--- src/rtl/mem_arbiter.sv ---
// Two-port (fetch / data) arbiter onto a single memory port, one transaction in flight.
// Define ARB_ROUND_ROBIN_EN to alternate between ports under contention instead of fixed data priority.
module mem_arbiter #(
   parameter int RSP_TIMEOUT = 255
) (
   input  logic        clk,
   input  logic        reset_n,
   input  logic        i_req_i,
   input  logic [63:0] i_addr_i,
   output logic        i_gnt_o,
   output logic        i_rvalid_o,
   output logic [31:0] i_rdata_o,
   input  logic        d_req_i,
   input  logic [63:0] d_addr_i,
   input  logic        d_wr_i,
   input  logic [1:0]  d_byte_en_i,
   input  logic [63:0] d_wdata_i,
   output logic        d_gnt_o,
   output logic        d_rvalid_o,
   output logic [63:0] d_rdata_o,
   output logic        m_req_o,
   output logic [63:0] m_addr_o,
   output logic        m_wr_o,
   output logic [1:0]  m_byte_en_o,
   output logic [63:0] m_wdata_o,
   input  logic        m_gnt_i,
   input  logic        m_rvalid_i,
   input  logic [63:0] m_rdata_i,
   output logic        err_o
);

   localparam logic [1:0] IDLE = 2'd0;
   localparam logic [1:0] REQ  = 2'd1;
   localparam logic [1:0] RSP  = 2'd2;
   localparam logic [9:0] TMO  = RSP_TIMEOUT[9:0];

   logic [1:0]  state;
   logic        owner_d;
   logic [9:0]  cnt;
   logic [31:0] i_rdata_q;
   logic [63:0] d_rdata_q;
   logic        pick_d;
   logic        gnt;
   logic        rsp_hit;
   logic        tmo;
   logic        done;
   logic [31:0] i_rdata_new;
   logic [63:0] d_rdata_new;

`ifdef ARB_ROUND_ROBIN_EN
   // 1: data port has priority on the next contended arbitration
   logic prio_d;
`endif

   always_comb begin
      pick_d = 1'b0;
`ifdef ARB_ROUND_ROBIN_EN
      pick_d = d_req_i && (!i_req_i || prio_d);
`else
      pick_d = d_req_i;
`endif
   end

   assign gnt     = (state == REQ) && m_gnt_i;
   assign rsp_hit = (state == RSP) && m_rvalid_i;
   assign tmo     = (state == RSP) && !m_rvalid_i && (cnt == TMO);
   assign done    = rsp_hit || tmo;

   assign i_gnt_o    = gnt && !owner_d;
   assign d_gnt_o    = gnt && owner_d;
   assign i_rvalid_o = done && !owner_d;
   assign d_rvalid_o = done && owner_d;
   assign err_o      = tmo;
   assign m_req_o    = (state == REQ);

   // Fetch word lane chosen by the registered address; a timeout delivers zero data.
   assign i_rdata_new = tmo ? 32'd0 : (m_addr_o[2] ? m_rdata_i[63:32] : m_rdata_i[31:0]);
   assign d_rdata_new = tmo ? 64'd0 : m_rdata_i;

   // Response data is visible in the rvalid cycle and held from the register afterwards.
   assign i_rdata_o = i_rvalid_o ? i_rdata_new : i_rdata_q;
   assign d_rdata_o = d_rvalid_o ? d_rdata_new : d_rdata_q;

   always_ff @(posedge clk or negedge reset_n) begin
      if (!reset_n) begin
         state       <= IDLE;
         owner_d     <= 1'b0;
         cnt         <= 10'd0;
         i_rdata_q   <= 32'd0;
         d_rdata_q   <= 64'd0;
         m_addr_o    <= 64'd0;
         m_wr_o      <= 1'b0;
         m_byte_en_o <= 2'b00;
         m_wdata_o   <= 64'd0;
`ifdef ARB_ROUND_ROBIN_EN
         prio_d      <= 1'b1;
`endif
      end else begin
         case (state)
            IDLE: begin
               if (i_req_i || d_req_i) begin
                  owner_d     <= pick_d;
                  m_addr_o    <= pick_d ? d_addr_i : i_addr_i;
                  m_wr_o      <= pick_d && d_wr_i;
                  m_byte_en_o <= pick_d ? d_byte_en_i : 2'b11;
                  m_wdata_o   <= pick_d ? d_wdata_i : 64'd0;
                  state       <= REQ;
               end
            end
            REQ: begin
               if (m_gnt_i) begin
                  cnt   <= 10'd0;
                  state <= RSP;
`ifdef ARB_ROUND_ROBIN_EN
                  prio_d <= !owner_d;
`endif
               end
            end
            RSP: begin
               if (done) begin
                  state <= IDLE;
                  if (owner_d) d_rdata_q <= d_rdata_new;
                  else         i_rdata_q <= i_rdata_new;
               end else begin
                  cnt <= cnt + 10'd1;
               end
            end
            default: state <= IDLE;
         endcase
      end
   end

endmodule

--- config.mk ---
export PLATFORM = sky130hd
export DESIGN_NAME = mem_arbiter
export DESIGN_NICKNAME = d
export VERILOG_FILES = /design/src/rtl/mem_arbiter.sv
export SDC_FILE = /design/constraint.sdc
export NUM_CORES = 1
export LEC_CHECK = 0
export ABC_AREA = 1
export ABC_CLOCK_PERIOD_IN_PS = 3180
export BUFFER_PORTS_ARGS = -buffer_cell sky130_fd_sc_hd__buf_2
export CAP_MARGIN = 15
export CORE_AREA = 5 5 191 193
export DETAILED_ROUTE_END_ITERATION = 8
export DIE_AREA = 0 0 196 198
export PLACE_DENSITY = 0.57
export SLEW_MARGIN = 20
export SYNTH_ARGS = -nofsm -noshare
export SYNTH_HDL_FRONTEND = slang
export SYNTH_SLANG_ARGS = --single-unit
--- constraint.sdc ---
create_clock -name clk -period 3.18 [get_ports clk]
set_input_delay 0.636 -clock clk [delete_from_list [all_inputs] [get_ports clk]]
set_output_delay 0.636 -clock clk [all_outputs]
set_load 0.005 [all_outputs]
==> results.md <==
| Metric | Reported |
|---|---|
| I/O pins | 498 |
| Initial Util | 0.314 |
| Remaining Overflow, GRT | 0 |
| Area of the core | 34,400 µm² |
| Post-synth top area share | 0.557 |
| Async set or reset register ratio after synthesis | 1.00 |
| Net count, final | 1,983 |
| Sort of element at the end of the critical path | primary output |
| Cell repeated most along the worst path | nand2_1 |
| Clock net sink count | 240 |
| Overall die area | 38,800 µm² |
| Setup slack on the worst flop-to-flop path | 1090 ps |
| Setup TNS | 0 ps |
| Fmax | 337 MHz |
| Number of enable-type register cells in the synthesized netlist | 0 |
| Cell count of the worst reg-to-reg path | 9 |
| Worst path max stage delay | 380 ps |
| Post-synthesis cell type with the largest combined area | dfrtp_1 |
| Slew at the pin with the worst max-slew slack | 744 ps |
| GRT Overall Usage | 0.207 |
| Register bit total from synthesis | 240 |
| Data required time at the worst endpoint | 2540 ps |
| Total wire length after detailed routing | 42,100 µm |
| Vias per std cell | 4.85 |
| Per-cell routed wire length | 19.2 µm |
| Summed instance area of the synthesized netlist | 10,800 µm² |
| TritonCTS clock tree | yes |
| Final cell area excluding filler cells | 14,800 µm² |
| Number of port buffers | 497 |
| Endpoints failing hold | 0 |
| Portion of the post-synthesis area used by sequential elements | 0.557 |
| Critical Path Sink | i_rdata_o[14] |
| Reg-to-reg critical path endpoint | cnt[7] |
| Cts-stage hold buffer count | 0 |
| Cell Rows | 68 |
| Area growth from synthesis to final layout | 36.8% |
| Buffer levels on the longest clock path | 3 |
| Area occupied by multi-input gates | 4310 µm² |
| Count of nets left with antenna violations after detail routing | 0 |
| Clock transition time at the flip-flop clock pins of the worst setup and hold paths | 60 ps |
| First-pass detailed-route iteration total | 5 |
| Beginning of the worst register-to-register path | state[0] |
| Shortest clock period the worst path allows after layout | 2970 ps |
| Launching element type of the critical path | flop |
| Final core utilization | 0.429 |
| Number of global-route vias before repair | 10.7k |
| CTS Buf Count | 28 |
| Layout cell share with drive strength beyond 1 | 0.361 |
| GPL Wtd Cong | 0.882 |
| Via count | 10.6k |
| Vert. Die Dim | 198 µm |
| Buffer type at the clock tree root | clkbuf_16 |
| Number of standard cells after synthesis | 1,248 |
| Library cell with the highest instance count after synthesis | nand2_1 |
| H-tree levels | 1 |
| Leakage power | 8.29 nW |
| DRC violation count after routing | 0 |
| Path type of the worst setup path | reg2out |
| Number of design-rule violations left by the first detailed-router iteration | 599 |
| Chip Width | 196 µm |
| Worst endpoint data arrival time | 2330 ps |
| Post-synthesis average cell area | 8.64 µm² |
| Path category of the worst min-delay check | in2async |
| Period Utilization, post-route | 0.934 |
| Unrepaired setup endpoints after global routing | false |
| VDD IR-drop max | 417 µV |
| Net count of the mapped netlist | 1,514 |
| Worst hold margin | 49.6 ps |
| Total power divided by cell area | 969 nW/µm² |
| Dpl cell area | 13,700 µm² |
| Largest net degree at the start of global routing | 132 |
| Area taken by flip-flops and latches | 6010 µm² |
| Initial antenna violation count | 4 |
| Max-cap viol count | 0 |
| Cell type of the slowest stage on the worst timing path | dfrtp_1 |
| Timing startpoint of the critical path | cnt[0] |
| # fillers | 3,570 |
| Top flip-flop cell by instance count after synthesis | dfrtp_1 |
| Synth top area cells | dfrtp_1 (56%), nand2_1 (18%), nand4_1 (5.7%) |
| Run status | finished clean |
| Skew-Pair Late Insertion Delay | 530 ps |
| Most common library cells after synthesis | nand2_1 (519), dfrtp_1 (240), nand4_1 (98), nor2_1 (83), a22o_1 (65) |
| Count of cell types in the netlist | 29 |
| Final clock skew | 7.44 ps |
| HPWL Detailed | 31,100 µm |
| Max-slew violation count | 0 |
| Headroom to the max-slew limit | 0.504 |
| Count of endpoints failing setup in the final report | 0 |
| Warnings, synthesis | 0 |
| Wire length of the first global-routing pass | 63,700 µm |
| Worst-path fanout max | 33 |
| Sequence of cells on the critical path | ha_1 -> nand3_1 -> nor2_4 -> nand3_2 -> nand2_2 -> nand2_1 -> buf_8 -> nand2_1 -> nand2_1 -> buf_2 |
==> through the flow <==
step	instances	setup slack (ps)	total power, mW
finish	2193	210	14.3
global route	2192	8.88	15.3
CTS	2184	37.5	14.5
detailed placement	2134	549	11.1
global placement	2134	528	11.1
floorplan	1248	1010	8.14
==> report_power, final <==
group          internal (mW)  switching, mW  total (mW)  leakage, nW
logic                   2.36           3.50        5.86         4.88
clock network           2.00           1.28        3.28        0.458
registers               4.45          0.711        5.16         2.96
==> cells by family (layout without fill, tap and decap cells) <==
family,Yosys count,after routing,synth area share
fa+ha+maj,1,1,0.00116
compound gates,139,139,0.0955
flops,240,240,0.557
other cells,0,1,0
simple gates,756,756,0.299
buf+inv,111,600,0.0469
xor+xnor,1,1,0.000812
==> cell type report <==
class,instances,share of cell area
repair buffers,529,0.194
multi-input cells,897,0.292
flip-flops and latches,240,0.407
clock inverters,9,0.00831
diodes,1,0.000170
inverters,21,0.00534
clock buffers,41,0.0549
well taps,455,0.0386
==> cells in the final DEF (no fill, tap or decap), types with 2 or more instances in the layout <==
cell type,instances
nand3_1,7
o22a_1,2
clkbuf_8,4
buf_2,496
a21oi_1,2
buf_8,2
o21ai_0,5
inv_2,7
buf_4,21
nor2_1,81
clkbuf_16,30
buf_6,3
nand2_1,518
buf_12,5
a31oi_1,64
bufinv_16,3
dfrtp_1,239
nor2_4,4
inv_1,13
clkinv_2,5
nand4_1,98
nor3b_1,2
clkbuf_1,8
a22o_1,65
nand2_2,40
==> sequential cells by signal, summed over array words and instances (netlist names) <==
signal       cells
cnt             10
i_rdata_q       32
owner_d          1
m_byte_en_o      2
m_addr_o        64
m_wr_o           1
d_rdata_q       64
m_wdata_o       64
state            2
==> worst max-delay path: cells and delay by family, from the launching register on <==
kind	cells	cell delay, ps
DFF	1	380
and+or+nand+nor	7	860
adders and majority gates	1	200
buffers and inverters	2	340
==> timing repair <==
item                                    in CTS  in global routing
gates resized for setup                      0                  7
buffers inserted                             0                  7
endpoints found under the setup margin       0                 68
==> routing by layer <==
| metal | wire [µm] | share of wire | vias to the layer above | global-route usage |
|---|---|---|---|---|
| li1 | - | - | 5100 | - |
| met1 | 17000 | 0.40 | 5065 | 0.261 |
| met2 | 21400 | 0.51 | 419 | 0.367 |
| met3 | 2960 | 0.070 | 57 | 0.0436 |
| met4 | 782 | 0.019 | 2 | 0.0440 |
| met5 | 13 | 0.00031 | - | 0 |
==> worst min path at each step <==
stage | start | end | slack [ps] | depth (start not counted)
after floorplan | reset_n | cnt[0] | 340 | 0
after global placement | i_rdata_q[4] | i_rdata_q[4] | 450 | 2
after detailed placement | i_rdata_q[0] | i_rdata_q[0] | 450 | 2
after CTS | reset_n | m_wdata_o[52] | 50 | 1
after global routing | reset_n | m_wdata_o[52] | 70 | 1
final | reset_n | m_wdata_o[52] | 50 | 1
Note: power is estimated with default switching activity, not from simulation.
